$ cat config.mk
export PLATFORM = sky130hd
export DESIGN_NAME = sid_host_wr_if_flat
export DESIGN_NICKNAME = d
export VERILOG_FILES = /design/src/rtl/sid_pkg.sv /design/src/rtl/sid_host_wr_if_if.sv /design/src/rtl/sid_wr_fifo.sv /design/src/rtl/sid_host_wr_if.sv /design/src/flat_wrapper.sv
export SDC_FILE = /design/constraint.sdc
export NUM_CORES = 1
export LEC_CHECK = 0
export BUFFER_PORTS_ARGS = -buffer_cell sky130_fd_sc_hd__buf_2
export CAP_MARGIN = 20
export CORE_MARGIN = 4
export CORE_UTILIZATION = 45
export CTS_BUF_LIST = sky130_fd_sc_hd__clkbuf_8
export CTS_CLUSTER_SIZE = 28
export DETAILED_ROUTE_END_ITERATION = 8
export GPL_ROUTABILITY_DRIVEN = 0
export PLACE_DENSITY = 0.68
export SLEW_MARGIN = 25
export SYNTH_ARGS = -nofsm -noshare
export SYNTH_HDL_FRONTEND = slang
export SYNTH_HIERARCHICAL = 1
export SYNTH_SLANG_ARGS = --single-unit
$ cat constraint.sdc
create_clock -name clk -period 4.4 [get_ports clk]
set_input_delay 0.66 -clock clk [delete_from_list [all_inputs] [get_ports clk]]
set_output_delay 0.66 -clock clk [all_outputs]
set_load 0.01 [all_outputs]
$ cat src/rtl/sid_pkg.sv
// rtl/sid_pkg.sv - shared widths, register map constants and write-record type
// Ports: none (package).
package sid_pkg;

    localparam int ADDR_W  = 3;
    localparam int VOICE_W = 2;
    localparam int DATA_W  = 8;

    // Per-voice register addresses (voice 0..2)
    localparam logic [ADDR_W-1:0] FREQ_LO = 3'd0;
    localparam logic [ADDR_W-1:0] FREQ_HI = 3'd1;
    localparam logic [ADDR_W-1:0] PW_LO   = 3'd2;
    localparam logic [ADDR_W-1:0] PW_HI   = 3'd3;
    localparam logic [ADDR_W-1:0] AD      = 3'd4;
    localparam logic [ADDR_W-1:0] SR      = 3'd5;
    localparam logic [ADDR_W-1:0] WAV     = 3'd6;

    // Filter/global bank register addresses (voice 3)
    localparam logic [ADDR_W-1:0] FC_LO    = 3'd0;
    localparam logic [ADDR_W-1:0] FC_HI    = 3'd1;
    localparam logic [ADDR_W-1:0] RES_FILT = 3'd2;
    localparam logic [ADDR_W-1:0] MODE_VOL = 3'd3;

    localparam logic [VOICE_W-1:0] VOICE_FILT = 2'd3;

    typedef struct packed {
        logic [VOICE_W-1:0] voice;
        logic [ADDR_W-1:0]  addr;
        logic [DATA_W-1:0]  data;
    } wr_rec_t;

endpackage

$ cat src/rtl/sid_host_wr_if_if.sv
// rtl/sid_host_wr_if_if.sv - register-file write bus (valid/ready handshake)
// Signals: wr_valid, wr_addr, wr_voice, wr_data (producer to register file),
//          wr_ready (register file to producer).
interface sid_host_wr_if_if;
    import sid_pkg::*;

    logic               wr_valid;
    logic [ADDR_W-1:0]  wr_addr;
    logic [VOICE_W-1:0] wr_voice;
    logic [DATA_W-1:0]  wr_data;
    logic               wr_ready;

    modport master (output wr_valid, wr_addr, wr_voice, wr_data, input wr_ready);
    modport slave  (input wr_valid, wr_addr, wr_voice, wr_data, output wr_ready);
endinterface

$ cat src/rtl/sid_wr_fifo.sv
// rtl/sid_wr_fifo.sv - first-word fall-through queue of write records
// Ports: clk, rst_n, push/push_rec (enqueue), pop (dequeue head), head (front
//        record, last popped value while empty), empty, level, overflow (sticky).
module sid_wr_fifo
    import sid_pkg::*;
#(
    parameter int DEPTH = 4
) (
    input  logic                     clk,
    input  logic                     rst_n,
    input  logic                     push,
    input  wr_rec_t                  push_rec,
    input  logic                     pop,
    output wr_rec_t                  head,
    output logic                     empty,
    output logic [$clog2(DEPTH):0]   level,
    output logic                     overflow
);
    localparam int PW = $clog2(DEPTH);
    localparam int LW = PW + 1;

    wr_rec_t         mem [DEPTH];
    wr_rec_t         last_q;
    logic [PW-1:0]   wr_ptr;
    logic [PW-1:0]   rd_ptr;
    logic            full;
    logic            pop_ok;
    logic            push_ok;

    assign empty   = (level == '0);
    assign full    = (level == LW'(DEPTH));
    assign pop_ok  = pop & ~empty;
    // When full, a push is only accepted if the head leaves in the same cycle;
    // the new record then lands in the slot being vacated.
    assign push_ok = push & (~full | pop_ok);

    // Outputs hold the most recently popped record while the queue is empty.
    assign head = empty ? last_q : mem[rd_ptr];

    always_ff @(posedge clk) begin
        if (push_ok) begin
            mem[wr_ptr] <= push_rec;
        end
    end

    always_ff @(posedge clk or negedge rst_n) begin
        if (!rst_n) begin
            wr_ptr   <= '0;
            rd_ptr   <= '0;
            level    <= '0;
            last_q   <= '0;
            overflow <= 1'b0;
        end else begin
            if (push_ok) begin
                wr_ptr <= wr_ptr + PW'(1);
            end
            if (pop_ok) begin
                rd_ptr <= rd_ptr + PW'(1);
                last_q <= mem[rd_ptr];
            end
            if (push & ~push_ok) begin
                overflow <= 1'b1;
            end
            case ({push_ok, pop_ok})
                2'b10:   level <= level + LW'(1);
                2'b01:   level <= level - LW'(1);
                default: level <= level;
            endcase
        end
    end

endmodule

$ cat src/rtl/sid_host_wr_if.sv
// rtl/sid_host_wr_if.sv - host register-write front end: strobe sync, edge detect, write queue
// Ports: clk, rst_n; host_we (async strobe), host_addr/host_voice/host_data;
//        wr (master side of the register-file write bus); wr_overflow; wr_level.
module sid_host_wr_if
    import sid_pkg::*;
#(
    parameter int SYNC_STAGES = 2,
    parameter int DEPTH       = 4
) (
    input  logic                    clk,
    input  logic                    rst_n,
    input  logic                    host_we,
    input  logic [ADDR_W-1:0]       host_addr,
    input  logic [VOICE_W-1:0]      host_voice,
    input  logic [DATA_W-1:0]       host_data,
    sid_host_wr_if_if.master        wr,
    output logic                    wr_overflow,
    output logic [$clog2(DEPTH):0]  wr_level
);
    logic [SYNC_STAGES-1:0] sync_q;
    logic                   prev_q;
    logic                   rise;
    logic                   fifo_empty;
    wr_rec_t                push_rec;
    wr_rec_t                head;

    always_ff @(posedge clk or negedge rst_n) begin
        if (!rst_n) begin
            sync_q <= '0;
            prev_q <= 1'b0;
        end else begin
            sync_q <= {sync_q[SYNC_STAGES-2:0], host_we};
            prev_q <= sync_q[SYNC_STAGES-1];
        end
    end

    assign rise = sync_q[SYNC_STAGES-1] & ~prev_q;

    // Address/voice/data are sampled raw: the host keeps them stable across
    // the whole synchroniser delay, so only the strobe needs synchronising.
    assign push_rec = {host_voice, host_addr, host_data};

    sid_wr_fifo #(
        .DEPTH (DEPTH)
    ) u_fifo (
        .clk      (clk),
        .rst_n    (rst_n),
        .push     (rise),
        .push_rec (push_rec),
        .pop      (wr.wr_valid & wr.wr_ready),
        .head     (head),
        .empty    (fifo_empty),
        .level    (wr_level),
        .overflow (wr_overflow)
    );

    assign wr.wr_valid = ~fifo_empty;
    assign wr.wr_addr  = head.addr;
    assign wr.wr_voice = head.voice;
    assign wr.wr_data  = head.data;

endmodule

$ cat src/flat_wrapper.sv
// flat-port wrapper written by rule: the top's interface ports become plain ports
module sid_host_wr_if_flat import sid_pkg::*;
#(
    parameter int SYNC_STAGES = 2,
    parameter int DEPTH       = 4
)
  (clk, rst_n, host_we, host_addr, host_voice, host_data, wr_overflow, wr_level, wr_wr_valid, wr_wr_addr, wr_wr_voice, wr_wr_data, wr_wr_ready);
  sid_host_wr_if_if wr_i ();
  input  logic clk;
  input  logic rst_n;
  input  logic host_we;
  input  logic [ADDR_W-1:0] host_addr;
  input  logic [VOICE_W-1:0] host_voice;
  input  logic [DATA_W-1:0] host_data;
  output logic wr_overflow;
  output logic [$clog2(DEPTH):0] wr_level;
  output wire logic [$bits(wr_i.wr_valid)-1:0] wr_wr_valid;
  output wire logic [$bits(wr_i.wr_addr)-1:0] wr_wr_addr;
  output wire logic [$bits(wr_i.wr_voice)-1:0] wr_wr_voice;
  output wire logic [$bits(wr_i.wr_data)-1:0] wr_wr_data;
  input wire logic [$bits(wr_i.wr_ready)-1:0] wr_wr_ready;
  assign wr_wr_valid = wr_i.wr_valid;
  assign wr_wr_addr = wr_i.wr_addr;
  assign wr_wr_voice = wr_i.wr_voice;
  assign wr_wr_data = wr_i.wr_data;
  assign wr_i.wr_ready = wr_wr_ready;
  sid_host_wr_if #(.SYNC_STAGES(SYNC_STAGES), .DEPTH(DEPTH)) u_core (.clk(clk), .rst_n(rst_n), .host_we(host_we), .host_addr(host_addr), .host_voice(host_voice), .host_data(host_data), .wr(wr_i), .wr_overflow(wr_overflow), .wr_level(wr_level));
endmodule
==> impl_metrics.csv, run 1 <==
group,metric,value,unit
cts,clk_path_buf_depth,2,
die,start_util,0.468,
sta,finalCritPeriodShare,0.702,
pwr,clkPwrFrac,0.201,
cells_and_area,final_cell_area,3630,um2
pwr,seqPwrFrac,0.437,
sta,maxSlewViolCount,0,
setup_path,crit_family,"simple AND/OR/NAND/NOR gates",
worst_hold_path,hold_path_class,"in -> async",
cts,postCtsSetupBuffers,0,
synthesis,synth-compound-area-share,0.0191,
cells_and_area,antenna_cells,0,
die,dieHeight,92.6,um
setup_path,startpoint_type,"flip-flop",
cells_and_area,layout_commonest_cell,"edfxtp_1",
setup_path,path_buf_inv,1,
sta,hold_viol,0,
sta,relSlewSlack,0.406,
detailed_routing,via_per_inst,5.13,
cells_and_area,multi_input_area,960,um2
cts,cts_tree,"built",
setup_path,cp-end-kind,"flip-flop",
synthesis,syn_avg_cell_area,19.2,um2
pwr,ir_drop,285,uV
global_routing,grt_use_total,0.136,
setup_path,r2r-end,"u_core/u_fifo/level[2]$_DFFE_PN0P_",
setup_path,criticalPathCategory,"reg -> reg",
die,fp.dieArea,8570,um2
placed_design,port_buffers,34,
cts,numCtsBuffers,9,
setup_path,rrSetupSlack,1.31,ns
detailed_routing,num_vias,1575,
setup_path,rr_worst_depth,8,
cells_and_area,n_fill_cell,548,
synthesis,yosysTopAreaCellShare,0.485,
placed_design,hpwl,3.39,mm
pwr,p_per_area,675,nW/um2
pwr,p_leak,1.40,nW
synthesis,netlist_area,3220,um2
detailed_routing,first_pass_iters,4,
sta,skew,0.00702,ns
global_routing,grt_pass1_wl,8.57,mm
cts,htreeDepth,3,
detailed_routing,drt_iter0_markers,131,
sta,clock.fmax,324,MHz
pwr,swShare,0.316,
detailed_routing,wl_per_cell,17.1,um
sta,rsz0062_at_grt,"no",
setup_path,r2r_start,"u_core/u_fifo/level[2]$_DFFE_PN0P_",
setup_path,crit_chain,"nor3_4 -> nor2b_1 -> inv_1 -> or3_1 -> fa_1 -> or3b_1 -> and3_1 -> a221o_1",
cells_and_area,drive_above_1_share,0.412,
setup_path,crit_start,"u_core/u_fifo/level[2]$_DFFE_PN0P_",
synthesis,synth_top_family_by_area,"multiplexers",
placed_design,place_area,3450,um2
die,core_region_area,6870,um2
sta,fin_hold_ws,0.320,ns
synthesis,yosys-top-cells-area,"edfxtp_1 49%, dfrtp_1 19%, mux2_2 6.3%",
outcome,outcome,"finished, final reports clean",
cts,clockRootBuffer,"clkbuf_8",
detailed_routing,drc,0,
pwr,report.power.total,0.00245,W
die,dieWidth,92.6,um
setup_path,cp.arrival,3.31,ns
pwr,power_frac_comb,0.362,
sta,fin_crit,3.09,ns
synthesis,yosys.area.top_type,"edfxtp_1",
global_routing,grt-ovfl-total,0,
synthesis,synth-simple-area-share,0.0420,
synthesis,seq_area_frac_synth,0.672,
synthesis,synth-adder-area-share,0.0218,
sta,fin_setup_tns,0,ns
pwr,p_int,0.00168,W
synthesis,synth_xor_area_frac,0.0136,
cts,clock_sinks,76,
synthesis,synthMuxAreaShare,0.202,
setup_path,max_stage_delay,0.50,ns
sta,tightest_slew,0.888,ns
cts,path_clk_slew,0.08,ns
setup_path,cp_data_required_time,4.62,ns
global_routing,antenna_found_initial,0,
synthesis,synth_warnings,6,
global_routing,first_global_vias,1624,
synthesis,ys_types,32,
global_routing,grt_max_degree,25,
synthesis,synthCells,168,
run,maxCapViolations,0,
cells_and_area,seqCellArea,2160,um2
synthesis,synth_fp_nets,190,
cells_and_area,finalNetCount,228,
cts,insertion_delay,0.34,ns
sta,setup_viol,0,
sta,finalWorstSetupSlack,1.31,ns
cells_and_area,area_delta_synth_final,12.9,%
pwr,p_sw,0.000773,W
cts,cts-resized-gates,0,
cells_and_area,layout_common_cells,"52 x edfxtp_1, 34 x buf_2, 24 x dfrtp_1, 18 x mux2_2, 11 x inv_1",
placed_design,dp_worst_setup_slack,1.30,ns
setup_path,crit_fanout,18,
detailed_routing,final_antenna_net_count,0,
cts,cts_hold_buf,0,
die,ios,35,
detailed_routing,routed_wl,5.26,mm
die,rows,30,
setup_path,critPathSlowestCell,"dfrtp_1",
synthesis,ys_ff_latch,76,
-- synth_stat cells (all sizes together) --
cell,count
xor2,2
mux2,27
or3b,1
o21ai,2
a41o,1
a31oi,1
nand3b,2
nor2,1
buf,7
xnor2,3
mux4,13
or2b,1
dfrtp,24
or3,1
edfxtp,52
o2111ai,2
or2,1
a22oi,1
nand3,2
fa,1
nor2b,3
a221o,1
and3,1
and2,4
ha,4
nor3,1
inv,9
-- logic make-up (layout without fill, tap and decap cells) --
family	count (synthesis)	count (layout)
flops	76	76
mux	40	40
simple gates	18	18
buf+inv	16	59
compound gates	8	8
fa+ha+maj	5	5
xor+xnor	5	5
-- area by class of cell --
cell class / instances / area share
Clock buffer: 9 / 0.0341
Clock inverter: 7 / 0.0172
Inverter: 9 / 0.00930
Multi-Input combinational cell: 76 / 0.264
Sequential cell: 76 / 0.595
Tap cell: 96 / 0.0331
Timing Repair Buffer: 34 / 0.0468
-- state kept, by name (all words and copies together) (netlist names) --
| name | flops |
|---|---|
| u_core/u_fifo/mem | 52 |
| u_core/u_fifo/overflow | 1 |
| u_core/sync_q | 2 |
| u_core/u_fifo/level | 3 |
| u_core/u_fifo/rd_ptr | 2 |
| u_core/u_fifo/last_q | 13 |
| u_core/prev_q | 1 |
| u_core/u_fifo/wr_ptr | 2 |
-- per-stage QoR --
stage / instances / util
final: 307 / 0.529
after global routing: 307 / 0.529
after CTS: 307 / 0.529
after detailed placement: 291 / 0.502
after global placement: 291 / 0.502
after floorplan: 168 / -
-- metal layers --
layer	part of all wire	track usage	up-vias
met1	0.43	0.169	804
met4	0.012	0.0408	0
met2	0.50	0.220	36
li1	-	-	728
met3	0.052	0.0544	7
met5	0	0	-
-- power groups by stage --
stage | combinational [W] | clock, W | sequential, W
after floorplan | 0.000741 | 0 | 0.00101
after global placement | 0.000883 | 0 | 0.00108
after detailed placement | 0.000904 | 0 | 0.00109
after CTS | 0.000906 | 0.000513 | 0.00108
after global routing | 0.000977 | 0.000556 | 0.00110
final | 0.000887 | 0.000493 | 0.00107
-- worst max path at each step --
stage                     cells after the start                                  to  slack, ns
after global placement                        8  u_core/u_fifo/level[2]$_DFFE_PN0P_       1.38
after floorplan                              10  u_core/u_fifo/level[2]$_DFFE_PN0P_       1.60
after CTS                                     8  u_core/u_fifo/level[2]$_DFFE_PN0P_       1.30
after detailed placement                      8  u_core/u_fifo/level[2]$_DFFE_PN0P_       1.30
final                                         8  u_core/u_fifo/level[2]$_DFFE_PN0P_       1.31
after global routing                          8  u_core/u_fifo/level[2]$_DFFE_PN0P_       1.11
No activity file was read; power rests on OpenSTA's default activity.
==> run 2, diff against run 1 <==
==> constraint.sdc (replaced) <==
create_clock -name clk -period 3.2 [get_ports clk]
set_input_delay 0.48 -clock clk [delete_from_list [all_inputs] [get_ports clk]]
set_output_delay 0.48 -clock clk [all_outputs]
set_load 0.01 [all_outputs]
==> impl_metrics.csv, run 2 (synthesis results as in run 1) <==
group,metric,value,unit
outcome,outcome,"finished, final reports clean",
detailed_routing,routed_wl,5.27,mm
cts,clock_sinks,76,
sta,fin_crit,2.70,ns
setup_path,criticalPathCategory,"reg -> reg",
cts,cts_tree,"built",
cts,path_clk_slew,0.08,ns
setup_path,rrSetupSlack,0.50,ns
setup_path,path_buf_inv,1,
cts,postCtsSetupBuffers,0,
global_routing,grt_pass1_wl,8.77,mm
cells_and_area,regMostFlops,"u_core/u_fifo/mem",
cells_and_area,layout_commonest_cell,"edfxtp_1",
setup_path,cp_data_required_time,3.42,ns
detailed_routing,wl_per_cell,17.1,um
sta,rsz0062_at_grt,"no",
cts,clockRootBuffer,"clkbuf_8",
global_routing,first_global_vias,1728,
sta,finalCritPeriodShare,0.843,
global_routing,grt_max_degree,25,
cts,cts-resized-gates,0,
cells_and_area,antenna_cells,0,
pwr,p_leak,1.41,nW
die,start_util,0.468,
sta,clock.fmax,371,MHz
sta,skew,0.00957,ns
placed_design,port_buffers,34,
cts,clk_path_buf_depth,2,
cts,cts_hold_buf,0,
worst_hold_path,hold_path_class,"in -> async",
setup_path,critPathSlowestCell,"dfrtp_1",
die,core_region_area,6870,um2
global_routing,grt-ovfl-total,0,
cells_and_area,finalNetCount,230,
cells_and_area,largest_register_ffs,52,
sta,setup_viol,0,
die,fp.dieArea,8570,um2
cts,numCtsBuffers,9,
pwr,ir_drop,391,uV
cells_and_area,drive_above_1_share,0.413,
setup_path,crit_family,"simple AND/OR/NAND/NOR gates",
die,dieHeight,92.6,um
die,dieWidth,92.6,um
setup_path,rr_worst_depth,8,
setup_path,r2r_start,"u_core/u_fifo/level[2]$_DFFE_PN0P_",
setup_path,max_stage_delay,0.52,ns
setup_path,crit_fanout,18,
detailed_routing,num_vias,1564,
cells_and_area,fin_util,0.531,
detailed_routing,drc,0,
setup_path,r2r-end,"u_core/u_fifo/level[2]$_DFFE_PN0P_",
detailed_routing,via_per_inst,5.06,
global_routing,grt_use_total,0.140,
die,rows,30,
setup_path,cp-end-kind,"flip-flop",
setup_path,crit_start,"u_core/u_fifo/level[2]$_DFFE_PN0P_",
detailed_routing,drt_iter0_markers,84,
setup_path,startpoint_type,"flip-flop",
sta,fin_setup_tns,0,ns
detailed_routing,first_pass_iters,6,
die,ios,35,
cells_and_area,largestRegisters,"u_core/u_fifo/mem: 52 flops, u_core/u_fifo/last_q: 13 flops, u_core/u_fifo/level: 3 flops",
pwr,p_per_area,930,nW/um2
global_routing,antenna_found_initial,0,
run,maxCapViolations,0,
sta,maxSlewViolCount,0,
placed_design,hpwl,3.36,mm
sta,hold_viol,0,
cts,insertion_delay,0.34,ns
pwr,report.power.total,0.00339,W
setup_path,crit_chain,"nor3_4 -> nor2b_1 -> inv_1 -> or3_1 -> fa_1 -> or3b_1 -> and3_1 -> a221o_1",
sta,relSlewSlack,0.467,
detailed_routing,final_antenna_net_count,0,
cells_and_area,area_delta_synth_final,13.3,%
cts,htreeDepth,3,
cells_and_area,layout_common_cells,"52 x edfxtp_1, 34 x buf_2, 24 x dfrtp_1, 18 x mux2_2, 11 x inv_1",
setup_path,cp.arrival,2.92,ns
sta,tightest_slew,0.797,ns
sta,fin_hold_ws,0.109,ns
## run 2: layout make-up
cell class / count / area (um2)
clock buffer: 9 / 124
clock inverter: 7 / 61.3
fill: 559 / 3220
inverter: 9 / 33.8
multi-input combinational: 76 / 960
sequential: 76 / 2160
tap: 96 / 120
timing repair buffer: 36 / 185
## run 2: metal layers
metal	track usage	vias up	share of wire
li1	-	726	-
met1	0.177	792	0.47
met2	0.221	39	0.47
met3	0.0422	7	0.046
met4	0.0668	0	0.016
met5	0	-	0
## run 2: through the flow
stage	cell area [um2]	instances	setup WS [ns]
floorplan	3220	168	0.404
global placement	3460	293	0.594
detailed placement	3460	293	0.528
CTS	3650	309	0.499
global route	3650	309	0.344
finish	3650	309	0.502
## run 2: worst max-delay path by stage
stage	to	slack, ns	cells past startpoint
floorplan	u_core/u_fifo/level[2]$_DFFE_PN0P_	0.40	10
global placement	u_core/u_fifo/level[2]$_DFFE_PN0P_	0.59	8
detailed placement	u_core/u_fifo/level[2]$_DFFE_PN0P_	0.53	8
CTS	wr_wr_voice[0]	0.50	4
global route	u_core/u_fifo/level[2]$_DFFE_PN0P_	0.34	8
finish	u_core/u_fifo/level[2]$_DFFE_PN0P_	0.50	8
## run 2: report_power, final
group	internal (W)	switching, W	leakage (nW)
logic	0.000698	0.000573	0.556
registers	0.00127	0.000167	0.754
clock network	0.000350	0.000331	0.0953
## run 2: worst register-to-register path: stages (launching register included)
cell and delay [ns]:
dfrtp_1 0.52, nor3_4 0.18, nor2b_1 0.18, inv_1 0.09, or3_1 0.39, fa_1 0.41, or3b_1 0.38, and3_1 0.19
a221o_1 0.25
